$ cat src/rtl/load_writeback.sv
// load_writeback: final pipeline stage of the 16-bit CPU, feeding the 8x16
// register file write port.
//
// Accepts one retiring operation per in_valid/in_ready handshake:
//   - ALU writes (kind 00) reach the register file one cycle after acceptance.
//   - Word/byte loads (kind 01/10) issue a single memory read and write back
//     the word or the selected byte (replicated on both lanes) after mem_ack.
//   - Kind 11 retires without any writeback.
// The outstanding destination is exported so decode can stall on load-use.
//
// Ports:
//   clk, rst_n                 clock, asynchronous active-low reset
//   in_valid / in_ready        upstream handshake (in_ready high only in IDLE)
//   in_kind, in_dest, in_data  operation kind, destination, ALU result/address
//   in_hb, in_lb               byte lane enables for the destination
//   mem_req, mem_addr          read request (held until ack), word address
//   mem_ack, mem_rdata         read acknowledge and data
//   wb_we, wb_dest, wb_data    register file write port
//   wb_hb, wb_lb               register file byte lane enables
//   pend_valid, pend_dest      destination of the not-yet-committed write
//   err_misalign               one-cycle pulse for a dropped odd word load
module load_writeback (
    input  logic        clk,
    input  logic        rst_n,
    input  logic        in_valid,
    output logic        in_ready,
    input  logic [1:0]  in_kind,
    input  logic [2:0]  in_dest,
    input  logic [15:0] in_data,
    input  logic        in_hb,
    input  logic        in_lb,
    output logic        mem_req,
    output logic [14:0] mem_addr,
    input  logic        mem_ack,
    input  logic [15:0] mem_rdata,
    output logic        wb_we,
    output logic [2:0]  wb_dest,
    output logic [15:0] wb_data,
    output logic        wb_hb,
    output logic        wb_lb,
    output logic        pend_valid,
    output logic [2:0]  pend_dest,
    output logic        err_misalign
);

    localparam logic [0:0] IDLE = 1'b0;
    localparam logic [0:0] MEM  = 1'b1;

    localparam logic [1:0] KIND_ALU = 2'b00;
    localparam logic [1:0] KIND_LDW = 2'b01;
    localparam logic [1:0] KIND_LDB = 2'b10;

    logic [0:0]  state, state_next;

    // Context of the load in flight, captured at acceptance.
    logic [2:0]  ld_dest, ld_dest_next;
    logic        ld_byte, ld_byte_next;
    logic        ld_sel, ld_sel_next;
    logic        ld_hb, ld_hb_next;
    logic        ld_lb, ld_lb_next;

    logic        req_next;
    logic [14:0] addr_next;
    logic        we_next;
    logic [2:0]  dest_next;
    logic [15:0] data_next;
    logic        hb_next;
    logic        lb_next;
    logic        err_next;
    logic        pend_valid_next;
    logic [2:0]  pend_dest_next;

    logic        accept;
    logic [7:0]  sel_byte;

    assign in_ready = (state == IDLE);
    assign accept   = in_valid && in_ready;

    // Little-endian byte select: odd byte address picks the high byte.
    assign sel_byte = ld_sel ? mem_rdata[15:8] : mem_rdata[7:0];

    // Next-state decode. wb_we and err_misalign default low so they are
    // single-cycle pulses; the remaining write-port fields simply hold.
    always_comb begin
        state_next   = state;
        ld_dest_next = ld_dest;
        ld_byte_next = ld_byte;
        ld_sel_next  = ld_sel;
        ld_hb_next   = ld_hb;
        ld_lb_next   = ld_lb;
        req_next     = mem_req;
        addr_next    = mem_addr;
        we_next      = 1'b0;
        dest_next    = wb_dest;
        data_next    = wb_data;
        hb_next      = wb_hb;
        lb_next      = wb_lb;
        err_next     = 1'b0;

        if (state == IDLE) begin
            if (accept) begin
                case (in_kind)
                    KIND_ALU: begin
                        we_next   = in_hb | in_lb;
                        dest_next = in_dest;
                        data_next = in_data;
                        hb_next   = in_hb;
                        lb_next   = in_lb;
                    end
                    KIND_LDW: begin
                        if (in_data[0]) begin
                            err_next = 1'b1;
                        end else begin
                            req_next     = 1'b1;
                            addr_next    = in_data[15:1];
                            state_next   = MEM;
                            ld_dest_next = in_dest;
                            ld_byte_next = 1'b0;
                        end
                    end
                    KIND_LDB: begin
                        req_next     = 1'b1;
                        addr_next    = in_data[15:1];
                        state_next   = MEM;
                        ld_dest_next = in_dest;
                        ld_byte_next = 1'b1;
                        ld_sel_next  = in_data[0];
                        ld_hb_next   = in_hb;
                        ld_lb_next   = in_lb;
                    end
                    default: begin
                    end
                endcase
            end
        end else begin
            // mem_ack is only meaningful here; request drops on the ack edge.
            if (mem_ack) begin
                req_next   = 1'b0;
                state_next = IDLE;
                dest_next  = ld_dest;
                if (ld_byte) begin
                    we_next   = ld_hb | ld_lb;
                    data_next = {sel_byte, sel_byte};
                    hb_next   = ld_hb;
                    lb_next   = ld_lb;
                end else begin
                    we_next   = 1'b1;
                    data_next = mem_rdata;
                    hb_next   = 1'b1;
                    lb_next   = 1'b1;
                end
            end
        end

        // Pending write: either a load still waiting in MEM or a write
        // being presented to the register file this cycle.
        pend_valid_next = (state_next == MEM) | we_next;
        if (state_next == MEM) begin
            pend_dest_next = ld_dest_next;
        end else if (we_next) begin
            pend_dest_next = dest_next;
        end else begin
            pend_dest_next = 3'd0;
        end
    end

    // All outputs except in_ready are registered; reset discards any load.
    always_ff @(posedge clk or negedge rst_n) begin
        if (!rst_n) begin
            state        <= IDLE;
            ld_dest      <= 3'd0;
            ld_byte      <= 1'b0;
            ld_sel       <= 1'b0;
            ld_hb        <= 1'b0;
            ld_lb        <= 1'b0;
            mem_req      <= 1'b0;
            mem_addr     <= 15'd0;
            wb_we        <= 1'b0;
            wb_dest      <= 3'd0;
            wb_data      <= 16'd0;
            wb_hb        <= 1'b0;
            wb_lb        <= 1'b0;
            err_misalign <= 1'b0;
            pend_valid   <= 1'b0;
            pend_dest    <= 3'd0;
        end else begin
            state        <= state_next;
            ld_dest      <= ld_dest_next;
            ld_byte      <= ld_byte_next;
            ld_sel       <= ld_sel_next;
            ld_hb        <= ld_hb_next;
            ld_lb        <= ld_lb_next;
            mem_req      <= req_next;
            mem_addr     <= addr_next;
            wb_we        <= we_next;
            wb_dest      <= dest_next;
            wb_data      <= data_next;
            wb_hb        <= hb_next;
            wb_lb        <= lb_next;
            err_misalign <= err_next;
            pend_valid   <= pend_valid_next;
            pend_dest    <= pend_dest_next;
        end
    end

endmodule
$ cat config.mk
export PLATFORM = sky130hd
export DESIGN_NAME = load_writeback
export DESIGN_NICKNAME = d
export VERILOG_FILES = /design/src/rtl/load_writeback.sv
export SDC_FILE = /design/constraint.sdc
export NUM_CORES = 1
export LEC_CHECK = 0
export BUFFER_PORTS_ARGS = -buffer_cell sky130_fd_sc_hd__buf_2
export CAP_MARGIN = 20
export CORE_MARGIN = 5
export CORE_UTILIZATION = 50
export DETAILED_ROUTE_END_ITERATION = 16
export HOLD_SLACK_MARGIN = 0.1
export PLACE_DENSITY = 0.8
export SYNTH_ARGS = -nofsm -noshare
export SYNTH_HDL_FRONTEND = slang
export SYNTH_SLANG_ARGS = --single-unit
$ cat constraint.sdc
create_clock -name clk -period 3.3 [get_ports clk]
set_input_delay 0.66 -clock clk [delete_from_list [all_inputs] [get_ports clk]]
set_output_delay 0.66 -clock clk [all_outputs]
set_load 0.02 [all_outputs]
* After elaboration in Yosys (flattened, before gate mapping)
Index checks and enable logic that the tools add are counted.
Word-level totals: input bits 43, flip-flop bits (word level) 51
Cells by class: bitwise operators 4, mux-type cells 49, eq/ne operators 5, reduce and logical (&&, ||, !) cells 10
Operator list (count):
- 2-to-1 mux 16 bit | 5
- one-hot mux 15 bit (2 select lines) | 1
- 2-to-1 mux 1 bit | 28
- 2-to-1 mux 3 bit | 9
- 2-to-1 mux 15 bit | 1
- 2-to-1 mux 8 bit | 1
- AND reduction 4 bit | 2
- one-hot mux 1 bit (2 select lines) | 3
- one-hot mux 3 bit (2 select lines) | 1
- AND reduction 3 bit | 2
- nonzero test 2 bit | 3
- inequality test 2 bit (second input constant) | 2
- inequality test 3 bit (second input constant) | 1
- bitwise OR 1 bit | 3
- nonzero test 3 bit | 1
- equality test 2 x 1 -> 1 bit (second input constant) | 1
- equality test 2 bit (second input constant) | 1
- zero test 2 bit | 1
- logical AND 1 bit | 1
- inverter 1 bit | 1

* Longest topological paths before layout
depth in word-level cells 6, depth in mapped cells 8

* Worst setup path before layout
OpenSTA, ideal clock, no wires.
path kind in2reg, from in in_kind[1], to reg mem_addr[0], data required time 3.172 ns, cell stages on the path 6, arrival time 1.835 ns, library setup time 0.128 ns, path slack 1.338 ns, cell sequence inv_1 > ha_1 > mux2_2 > nand2_2 > buf_6 > mux2_1
Between the ends: cells in the longest elaborated chain, start to end 3
RTL lines:
- start, declared | line 27 | input logic [1:0] in_kind,
- equality test 2 x 1 -> 1 bit / equality test 2 bit (equally long branches) | line 102 | case (in_kind)
- inequality test 2 bit (no source line) / nonzero test 2 bit (equally long branches)
- AND reduction 4 bit (no source line)
- end signal, assigned | line 194 | mem_addr <= addr_next;
- end, declared | line 33 | output logic [14:0] mem_addr,
Parallel ways exist; a longest one is shown, timed or not. A chain may end at the register's enable or synchronous reset.

* Final worst setup path
from reg state, to out in_ready
Between the ends: cells in the longest elaborated chain, start to end 1
RTL lines:
- start, declared | line 53 | logic [0:0] state, state_next;
- start signal, assigned | line 187 | state <= state_next;
- inverter 1 bit (no source line)
- end, declared | line 26 | output logic in_ready,
No other way between the ends.

==> key figures <==
Critical path
  – CP Capture Type: primary output
  – Crit-path cells: buf_4 -> inv_1 -> buf_2
  – Crit path largest cell delay: 780 ps
  – Critical path type: reg2out
  – Critical path required time: 2640 ps
  – Crit start category: flip-flop
  – Critical Path Slowest Stage Cell: dfrtp_1
  – Data arrival, critical path: 1810 ps
  – Critical-path maximum fanout: 28

Synth
  – Net Count, Synth: 276
  – Yosys reg bits: 51
  – Syn. warnings: 0
  – Count leader, synth: dfrtp_1
  – Netlist cell types: 38
  – Area leader, netlist: dfrtp_1
  – Yosys top cell area share: 50.4%
  – Syn avg cell area: 11.1 um2
  – Cells after Synth: 229
  – EDFF count, synth: 0
  – Async SR Flop Fraction: 100%
  – Synth Cell Area: 0.00253 mm2
  – Dominant cells by area after synthesis: dfrtp_1 (50%), mux2_1 (9.3%), a21o_1 (4.7%), nand2_1 (3.3%), mux2i_1 (3.2%)
  – Top_reg_cell synth: dfrtp_1
  – Sequential fraction of the synthesis area: 50.4%
  – Most instantiated cells after synthesis: dfrtp_1 (51), nand2_1 (22), mux2_1 (21)

Power and ir drop
  – Sequential power share: 47.0%
  – Overall power: 1.88 mW
  – Leak: 1.65 nW
  – Comb power frac: 34.1%
  – Switch share: 37.2%
  – Power per Cell Area: 609 mW/mm2
  – VDD IR max: 0.000247 V
  – Clock share of power: 18.8%
  – Sw Pwr: 0.698 mW
  – Internal power: 1.18 mW

Placed design
  – Gpl congestion: 0.809
  – HPWL Detailed: 4.64 mm
  – Dpl cell area: 0.00300 mm2
  – Setup Slack @ Placement: 990 ps
  – Number of port buffers: 86

Clock network
  – Clk Latency, worst-skew pair: 300 ps
  – CTS buffer count: 5
  – Longest Clk Path Bufs: 2
  – Post_cts resized: 0
  – Post-CTS Setup Bufs: 0
  – Clk slew on worst S/H paths: 90 ps
  – Total clock sinks: 51
  – CTS H-Tree Depth: 2
  – TritonCTS clock tree: built
  – Cts hold-fix bufs: 0
  – CTS root buffer: clkbuf_8

Drt
  – Routed Antenna Nets: 0
  – Via count: 2115
  – DRC Markers: 0
  – Vias/cell: 5.61
  – DRC marker count from the first detailed-route iteration: 104
  – WL/cell: 16.3 um
  – Final WL: 6.13 mm
  – Drt pass-1 iters: 4

Die
  – IO Pins: 87
  – Die W: 81.2 um
  – Die height: 81.2 um
  – Site Rows: 25
  – Die area: 0.00659 mm2
  – Initial core utilization: 52.5%
  – Core area: 0.00482 mm2

Timing
  – Unrepaired setup endpoints after global routing: no
  – Final setup TNS: 0 ps
  – Worst Hold Margin: 348 ps
  – Endpoints failing hold: 0
  – Setup ws final: 827 ps
  – Slew margin rel.: 55.9%
  – Fin crit period: 2470 ps
  – Clock Skew: 6.31 ps
  – Peak Freq: 0.404 GHz
  – Slew of the pin with the lowest slew margin: 661 ps
  – Max-slew violations: 0
  – Final setup viols: 0
  – Fin crit share: 74.9%

Hold path
  – Worst min path class: in2async

Finish
  – Layout cells sized above 1: 34.8%
  – Fin area: 0.00308 mm2
  – Layout Area Growth over Synthesis: 21.7%
  – Final nets: 356
  – ANT cells: 0

Status
  – Status: finished clean

GRT
  – First-pass GRT wire length: 9.81 mm
  – Vias in the first global route: 2080
  – Grt total ovfl: 0
  – Largest net degree at the start of global routing: 29
  – Initial antenna violation count: 0
  – Total GRT Usage: 19.4%

Flow run
  – Max-cap viol count: 0
[layer usage]
| metal | routed length [um] | part of all wire (%) | GRT usage (%) | vias up |
|---|---|---|---|---|
| li1 | - | - | - | 985 |
| met2 | 3070 | 50 | 33.1 | 79 |
| met1 | 2600 | 42 | 24.4 | 1047 |
| met4 | 44 | 0.72 | 6.25 | 0 |
| met3 | 423 | 6.9 | 4.43 | 4 |
| met5 | 0 | 0 | 0 | - |
[kinds of logic after synthesis]
group / synth area share (%)
DFF: 50.4
buffers and inverters: 4.25
and+or+nand+nor: 11.9
adders and majority gates: 1.98
AOI/OAI and AO/OA: 17.2
muxes: 14.3
[sequential cells by signal (all words and copies together) (netlist names), 3 cells and up]
register and count:
wb_data 16, mem_addr 15, pend_dest 3, wb_dest 3, ld_dest 3
[worst max-delay path, delay by kind of cell (launching register included)]
kind     cells  cell delay, ps
buf+inv      3             730
flops        1             780
[placed cells by master (no fill, tap or decap), types with 8 or more instances in the layout]
| master | netlist | final |
|---|---|---|
| dfrtp_1 | 51 | 51 |
| a211oi_1 | 8 | 8 |
| nor2_1 | 17 | 17 |
| mux2_1 | 21 | 21 |
| mux2i_1 | 8 | 8 |
| a21o_1 | 16 | 16 |
| a311oi_1 | 8 | 8 |
| nand3_1 | 11 | 11 |
| nand2_1 | 22 | 22 |
| buf_2 | 7 | 86 |
[final cells by class]
| type | count | area, um2 |
|---|---|---|
| clock buffer | 6 | 72.6 |
| inverter | 6 | 22.5 |
| fill | 409 | 1740 |
| timing repair buffer | 89 | 465 |
| multi-input combinational | 156 | 1150 |
| tap | 67 | 83.8 |
| sequential | 51 | 1280 |
| clock inverter | 2 | 12.5 |
[power by group through the flow]
| stage | registers, mW | clock network [mW] | logic (mW) |
|---|---|---|---|
| finish | 0.883 | 0.354 | 0.640 |
| global route | 0.901 | 0.390 | 0.692 |
| CTS | 0.882 | 0.363 | 0.649 |
| detailed placement | 0.895 | 0 | 0.648 |
| global placement | 0.890 | 0 | 0.630 |
| floorplan | 1.03 | 0 | 0.259 |
[through the flow]
step | instances | util (%)
2_1_floorplan | 229 | -
3_3_place_gp | 368 | 61.8
3_5_place_dp | 369 | 62.2
4_1_cts | 377 | 63.9
5_1_grt | 377 | 63.9
6_report | 377 | 63.9
[worst paths after layout]
kind	from	cells after the start	endpoint	slack, ps
worst max-delay path	state	3	in_ready	830
worst min-delay path	rst_n	1	mem_addr[14]	350
worst max register to register	state	5	pend_dest[2]	1040
worst min register to register	wb_data[7]	1	wb_data[7]	480
max in group asynchronous	rst_n	2	err_misalign	2400
min in group clk	wb_data[7]	1	wb_data[7]	480
Note: power is estimated with default switching activity, not from simulation.
